File: config.mk
export PLATFORM = sky130hd
export DESIGN_NAME = fetch_ifid
export DESIGN_NICKNAME = d
export VERILOG_FILES = /design/src/rtl/fetch_ifid.sv
export SDC_FILE = /design/constraint.sdc
export NUM_CORES = 1
export LEC_CHECK = 0
export CORE_MARGIN = 1
export CORE_UTILIZATION = 44
export CTS_CLUSTER_SIZE = 40
export DETAILED_ROUTE_END_ITERATION = 16
export GPL_TIMING_DRIVEN = 0
export PLACE_DENSITY = 0.75
export REMOVE_ABC_BUFFERS = 1
export SLEW_MARGIN = 40
export SYNTH_ARGS = -nofsm -noshare
export SYNTH_HDL_FRONTEND = slang
export SYNTH_SLANG_ARGS = --single-unit
File: constraint.sdc
create_clock -name CLK -period 4.83 [get_ports CLK]
set_clock_uncertainty 0.2 [all_clocks]
set_input_delay 0.966 -clock CLK [delete_from_list [all_inputs] [get_ports CLK]]
set_output_delay 0.966 -clock CLK [all_outputs]
set_load 0.1 [all_outputs]
File: src/rtl/fetch_ifid.sv
// fetch_ifid: PC owner, I-mem request, and IF/ID register with a
// one-entry hold buffer, downstream redirect flush, and sticky halt.
//
// Ports:
//   CLK, nRST                 clock, async active-low reset
//   ihit, imemload            I-cache hit and word for imemaddr
//   stall_i                   hold IF/ID contents
//   redirect_i, redirect_pc_i taken branch/jump and its target
//   halt_i                    freeze fetch until reset
//   iREN, imemaddr            fetch request (imemaddr = PC)
//   instr_out, pcplus4_out    IF/ID instruction and its PC+4
//   valid_out                 IF/ID holds a real instruction
//   halted_out                fetch frozen
module fetch_ifid #(
  parameter logic [31:0] PC_INIT = 32'h0000_0000
) (
  input  logic        CLK,
  input  logic        nRST,
  input  logic        ihit,
  input  logic [31:0] imemload,
  input  logic        stall_i,
  input  logic        redirect_i,
  input  logic [31:0] redirect_pc_i,
  input  logic        halt_i,
  output logic        iREN,
  output logic [31:0] imemaddr,
  output logic [31:0] instr_out,
  output logic [31:0] pcplus4_out,
  output logic        valid_out,
  output logic        halted_out
);

  typedef enum logic [1:0] {
    FETCH  = 2'd0,
    HOLD   = 2'd1,
    HALTED = 2'd2
  } state_t;

  state_t      st_q;
  logic [31:0] pc_q;
  logic [31:0] instr_q;
  logic [31:0] pc4_q;
  logic        valid_q;
  logic [31:0] buf_q;
  logic [31:0] bufpc4_q;

  logic [31:0] pc4_d;
  logic [31:0] redir_d;
  logic        unused_rpc;

  // Modulo-2^32: FFFF_FFFC + 4 wraps to 0.
  assign pc4_d      = pc_q + 32'd4;
  assign redir_d    = {redirect_pc_i[31:2], 2'b00};
  assign unused_rpc = ^redirect_pc_i[1:0];

  always_ff @(posedge CLK or negedge nRST) begin
    if (!nRST) begin
      st_q     <= FETCH;
      pc_q     <= PC_INIT;
      instr_q  <= '0;
      pc4_q    <= '0;
      valid_q  <= 1'b0;
      buf_q    <= '0;
      bufpc4_q <= '0;
    end else if (halt_i || st_q == HALTED) begin
      // Sticky: once halted only nRST leaves.
      st_q    <= HALTED;
      instr_q <= '0;
      pc4_q   <= '0;
      valid_q <= 1'b0;
    end else if (redirect_i) begin
      // Flush wins over stall; any hit is wrong-path.
      st_q     <= FETCH;
      pc_q     <= redir_d;
      instr_q  <= '0;
      pc4_q    <= '0;
      valid_q  <= 1'b0;
      buf_q    <= '0;
      bufpc4_q <= '0;
    end else if (st_q == HOLD) begin
      if (!stall_i) begin
        st_q    <= FETCH;
        instr_q <= buf_q;
        pc4_q   <= bufpc4_q;
        valid_q <= 1'b1;
      end
    end else if (stall_i) begin
      // Park a hit so the stall cannot drop it.
      if (ihit) begin
        st_q     <= HOLD;
        buf_q    <= imemload;
        bufpc4_q <= pc4_d;
        pc_q     <= pc4_d;
      end
    end else if (ihit) begin
      instr_q <= imemload;
      pc4_q   <= pc4_d;
      valid_q <= 1'b1;
      pc_q    <= pc4_d;
    end else begin
      instr_q <= '0;
      pc4_q   <= '0;
      valid_q <= 1'b0;
    end
  end

  assign iREN        = (st_q == FETCH);
  assign halted_out  = (st_q == HALTED);
  assign imemaddr    = pc_q;
  assign instr_out   = instr_q;
  assign pcplus4_out = pc4_q;
  assign valid_out   = valid_q;

endmodule

==> out/metrics.yaml <==
power_and_ir_drop:
  pwr_density_cell_nw_per_um2: 319
  report.power.total_mw: 3.10
  power.leakage_nw: 4.73
  irDropWorstVdd_v: 0.000232
yosys:
  postSynthCellCount: 770
  synth_area_per_cell_um2: 9.71
  fraction_of_synthesized_area_in_multiplexers: 0.00435
  synth_xor_area_frac: 0.0328
  ys_dominant_reg_cell: "sky130_fd_sc_hd__dfrtp_1"
  post-synth-top-area-cell: "sky130_fd_sc_hd__dfrtp_1"
  synthSimpleGateAreaFrac: 0.184
  synth_area_leaders: "sky130_fd_sc_hd__dfrtp_1 53%, sky130_fd_sc_hd__nand2_1 5.9%, sky130_fd_sc_hd__a222oi_1 4.4%"
  synth_largest_type_area_fraction: 0.532
  total_standard_cell_area_after_synthesis_um2: 7470
  synth-edff-count: 0
  synth-seq-area-share: 0.532
  fraction_of_synthesis_flops_using_an_asynchronous_set_or_reset_pin: 1.00
  synth_seq_cells: 159
  yosys.cell_types.count: 55
  synth-adder-area-share: 0.00167
  synth_compound_area_frac: 0.187
  synth_top_family_by_area: "compound AO/OA/AOI/OAI gates"
  ys.warnings.count: 0
sta:
  report.final.hold_viol_count: 0
  rsz_0062_raised_after_global_routing: "false"
  fmaxAchievable_mhz: 295
  final_critical_path_setup_slack_ns: 1.44
  worst_pin_slew_ns: 0.739
  slew_viol_final: 0
  min_period_ns: 3.39
  fin_crit_sh: 0.702
  slew_headroom: 0.507
  timing.final.setup_violations: 0
drt:
  routed_wl_um: 21000
  route.detailed.vias_per_inst: 5.80
  drt_pre_antenna_iters: 6
  routed-via-count: 6643
  drtIter0Drc: 543
  detail-route-antenna-nets: 0
  post-route-drc-count: 0
  avgRoutedWirePerCell_um: 18.4
critical_path:
  critPathTopFamily: "simple AND/OR/NAND/NOR gates"
  crit_buf_inv: 3
  timing.critical_path.slowest_cell_delay_ns: 0.56
  crit_path_start_kind: "input pin"
  cp.arrival_ns: 3.52
  critical_path.cell_chain: "clkdlybuf4s50_1 -> or3_1 -> nor2_4 -> buf_16 -> buf_8 -> nand2_2 -> o21ai_0"
  critical_path_maximum_fanout: 22
  setup.worst_path.end_class: "flop"
  crit_type: "in -> reg"
  crit_required_ns: 4.96
  cpMaxStageDelayCell: "sky130_fd_sc_hd__clkdlybuf4s50_1"
global_routing:
  antenna_found_initial: 0
  grt_overflow: 0
  grt_start_max_net_pins: 70
  grt_pass1_vias: 6326
  globalRouteTotalUtil: 0.244
  grt_first_pass_wirelength_um: 33800
die:
  top_level_ports: 169
  rows: 47
  floorplan.die.width_um: 132
  design.core.area_um2: 16600
  start_util: 0.451
  die_area_um2: 17500
  die_h_um: 132
clock_network:
  cts-root-buf: "sky130_fd_sc_hd__clkbuf_16"
  path_clk_slew_ns: 0.06
  tritoncts: "done"
  cts_num_sinks: 159
  cts_hold_buffers: 0
  clk_path_buf_depth: 2
  post_cts_resize_count: 0
  cts.repair_timing.setup_buffer_count: 0
  cts_made_buffers: 17
  clkLatencyLatePin_ns: 0.43
  htree_levels: 4
placement:
  detailedPlacementHpwl_um: 14400
  port_buffers: 164
  finalWeightedCongestion: 0.833
  placement.cell_area_um2: 9050
  pre_cts_ws_ns: 1.01
  placed_cells: 1114
final_layout:
  drive_gt1_frac: 0.188
  antenna-diode-count: 0
  layout.cells.non_filler: 1145
  finish.utilization: 0.585
  finalInstanceArea_um2: 9700
  areaGrowthSynthToFinish_pct: 29.8
  finalNetCount: 984
hold_path:
  worst_hold_path_type: "in -> async"
run_status:
  status: "finished, final reports clean"
job:
  timing.max_cap.violations: 0
==> registers in the layout, summed over array words and instances, names as in the netlist <==
name and flops:
pcplus4_out 31, buf_q 32, imemaddr 30, instr_out 32
st_q 2, valid_out 1, bufpc4_q 31
==> layout make-up <==
type | count | area (um2)
fillers | 1474 | 6890
clock inverters | 10 | 185
clock buffers | 21 | 460
inverters | 41 | 156
flip-flops and latches | 159 | 3980
well taps | 220 | 275
repair buffers | 185 | 1500
multi-input cells | 509 | 3140
==> cells by family after synthesis <==
| family | Yosys count |
|---|---|
| AOI/OAI and AO/OA | 203 |
| xor gates and xnor gates | 28 |
| adders and majority gates | 1 |
| buffers and inverters | 103 |
| DFF | 159 |
| muxes | 3 |
| other | 1 |
| and+or+nand+nor | 272 |
==> synth_stat cells, types with 17 or more instances <==
| cell | n |
|---|---|
| sky130_fd_sc_hd__nand2_1 | 117 |
| sky130_fd_sc_hd__o21ai_0 | 45 |
| sky130_fd_sc_hd__dfrtp_1 | 159 |
| sky130_fd_sc_hd__a21oi_1 | 30 |
| sky130_fd_sc_hd__nand4_1 | 43 |
| sky130_fd_sc_hd__o21ai_1 | 20 |
| sky130_fd_sc_hd__nor2_1 | 20 |
| sky130_fd_sc_hd__nand3_1 | 30 |
| sky130_fd_sc_hd__inv_1 | 40 |
| sky130_fd_sc_hd__a22oi_1 | 33 |
| sky130_fd_sc_hd__a222oi_1 | 33 |
| sky130_fd_sc_hd__clkbuf_1 | 44 |
| sky130_fd_sc_hd__and3_1 | 17 |
==> layer usage <==
layer,GRT usage,wire length (um)
met5,0,0
met4,0.0881,354
met3,0.0519,1620
met2,0.386,9860
met1,0.331,9180
==> power breakdown <==
group / total, mW / switching, mW / internal, mW
registers: 1.36 / 0.0205 / 1.34
clock network: 1.48 / 0.541 / 0.942
logic: 0.252 / 0.168 / 0.0839
==> metrics by stage <==
step	setup TNS (ns)	hold WS (ns)
floorplan	-25.95	0.239
global placement	-1180.74	0.249
detailed placement	0	0.257
CTS	0	0.196
global route	0	0.202
finish	0	0.200
==> final timing paths <==
kind	cells past startpoint	start	slack (ns)	endpoint
max	7	halt_i	1.44	bufpc4_q[12]$_DFFE_PN0P_
min in group CLK	2	buf_q[21]$_DFFE_PN0P_	0.27	buf_q[21]$_DFFE_PN0P_
max reg2reg	7	st_q[1]$_DFFE_PN0P_	2.03	bufpc4_q[12]$_DFFE_PN0P_
min reg2reg	2	buf_q[21]$_DFFE_PN0P_	0.27	buf_q[21]$_DFFE_PN0P_
max in group asynchronous	2	nRST	3.56	bufpc4_q[14]$_DFFE_PN0P_
min	1	nRST	0.20	instr_out[26]$_DFFE_PN0P_
==> placed cells by master (no fill, tap or decap), types with 4 or more instances in the layout <==
master                            instances
sky130_fd_sc_hd__a21oi_1                 29
sky130_fd_sc_hd__buf_8                    5
sky130_fd_sc_hd__buf_4                    5
sky130_fd_sc_hd__buf_6                    6
sky130_fd_sc_hd__o21ai_1                 18
sky130_fd_sc_hd__a32o_1                   4
sky130_fd_sc_hd__buf_2                   97
sky130_fd_sc_hd__clkdlybuf4s50_1         65
sky130_fd_sc_hd__inv_1                   40
sky130_fd_sc_hd__buf_16                   6
sky130_fd_sc_hd__o21ai_0                 45
sky130_fd_sc_hd__o2bb2ai_1                7
sky130_fd_sc_hd__or4_1                    6
sky130_fd_sc_hd__xnor2_1                 14
sky130_fd_sc_hd__xor2_1                  14
sky130_fd_sc_hd__o31ai_1                  5
sky130_fd_sc_hd__a2bb2oi_1                5
sky130_fd_sc_hd__nor2_1                  18
sky130_fd_sc_hd__o22ai_1                  8
sky130_fd_sc_hd__a22oi_1                 33
sky130_fd_sc_hd__dfrtp_1                159
sky130_fd_sc_hd__nor3_1                  11
sky130_fd_sc_hd__nand4_1                 43
sky130_fd_sc_hd__a222oi_1                33
sky130_fd_sc_hd__bufinv_16                5
sky130_fd_sc_hd__clkbuf_16               17
sky130_fd_sc_hd__nand2_1                116
sky130_fd_sc_hd__nand3_1                 29
sky130_fd_sc_hd__and3_1                  16
(Power assumes the default switching activity.)
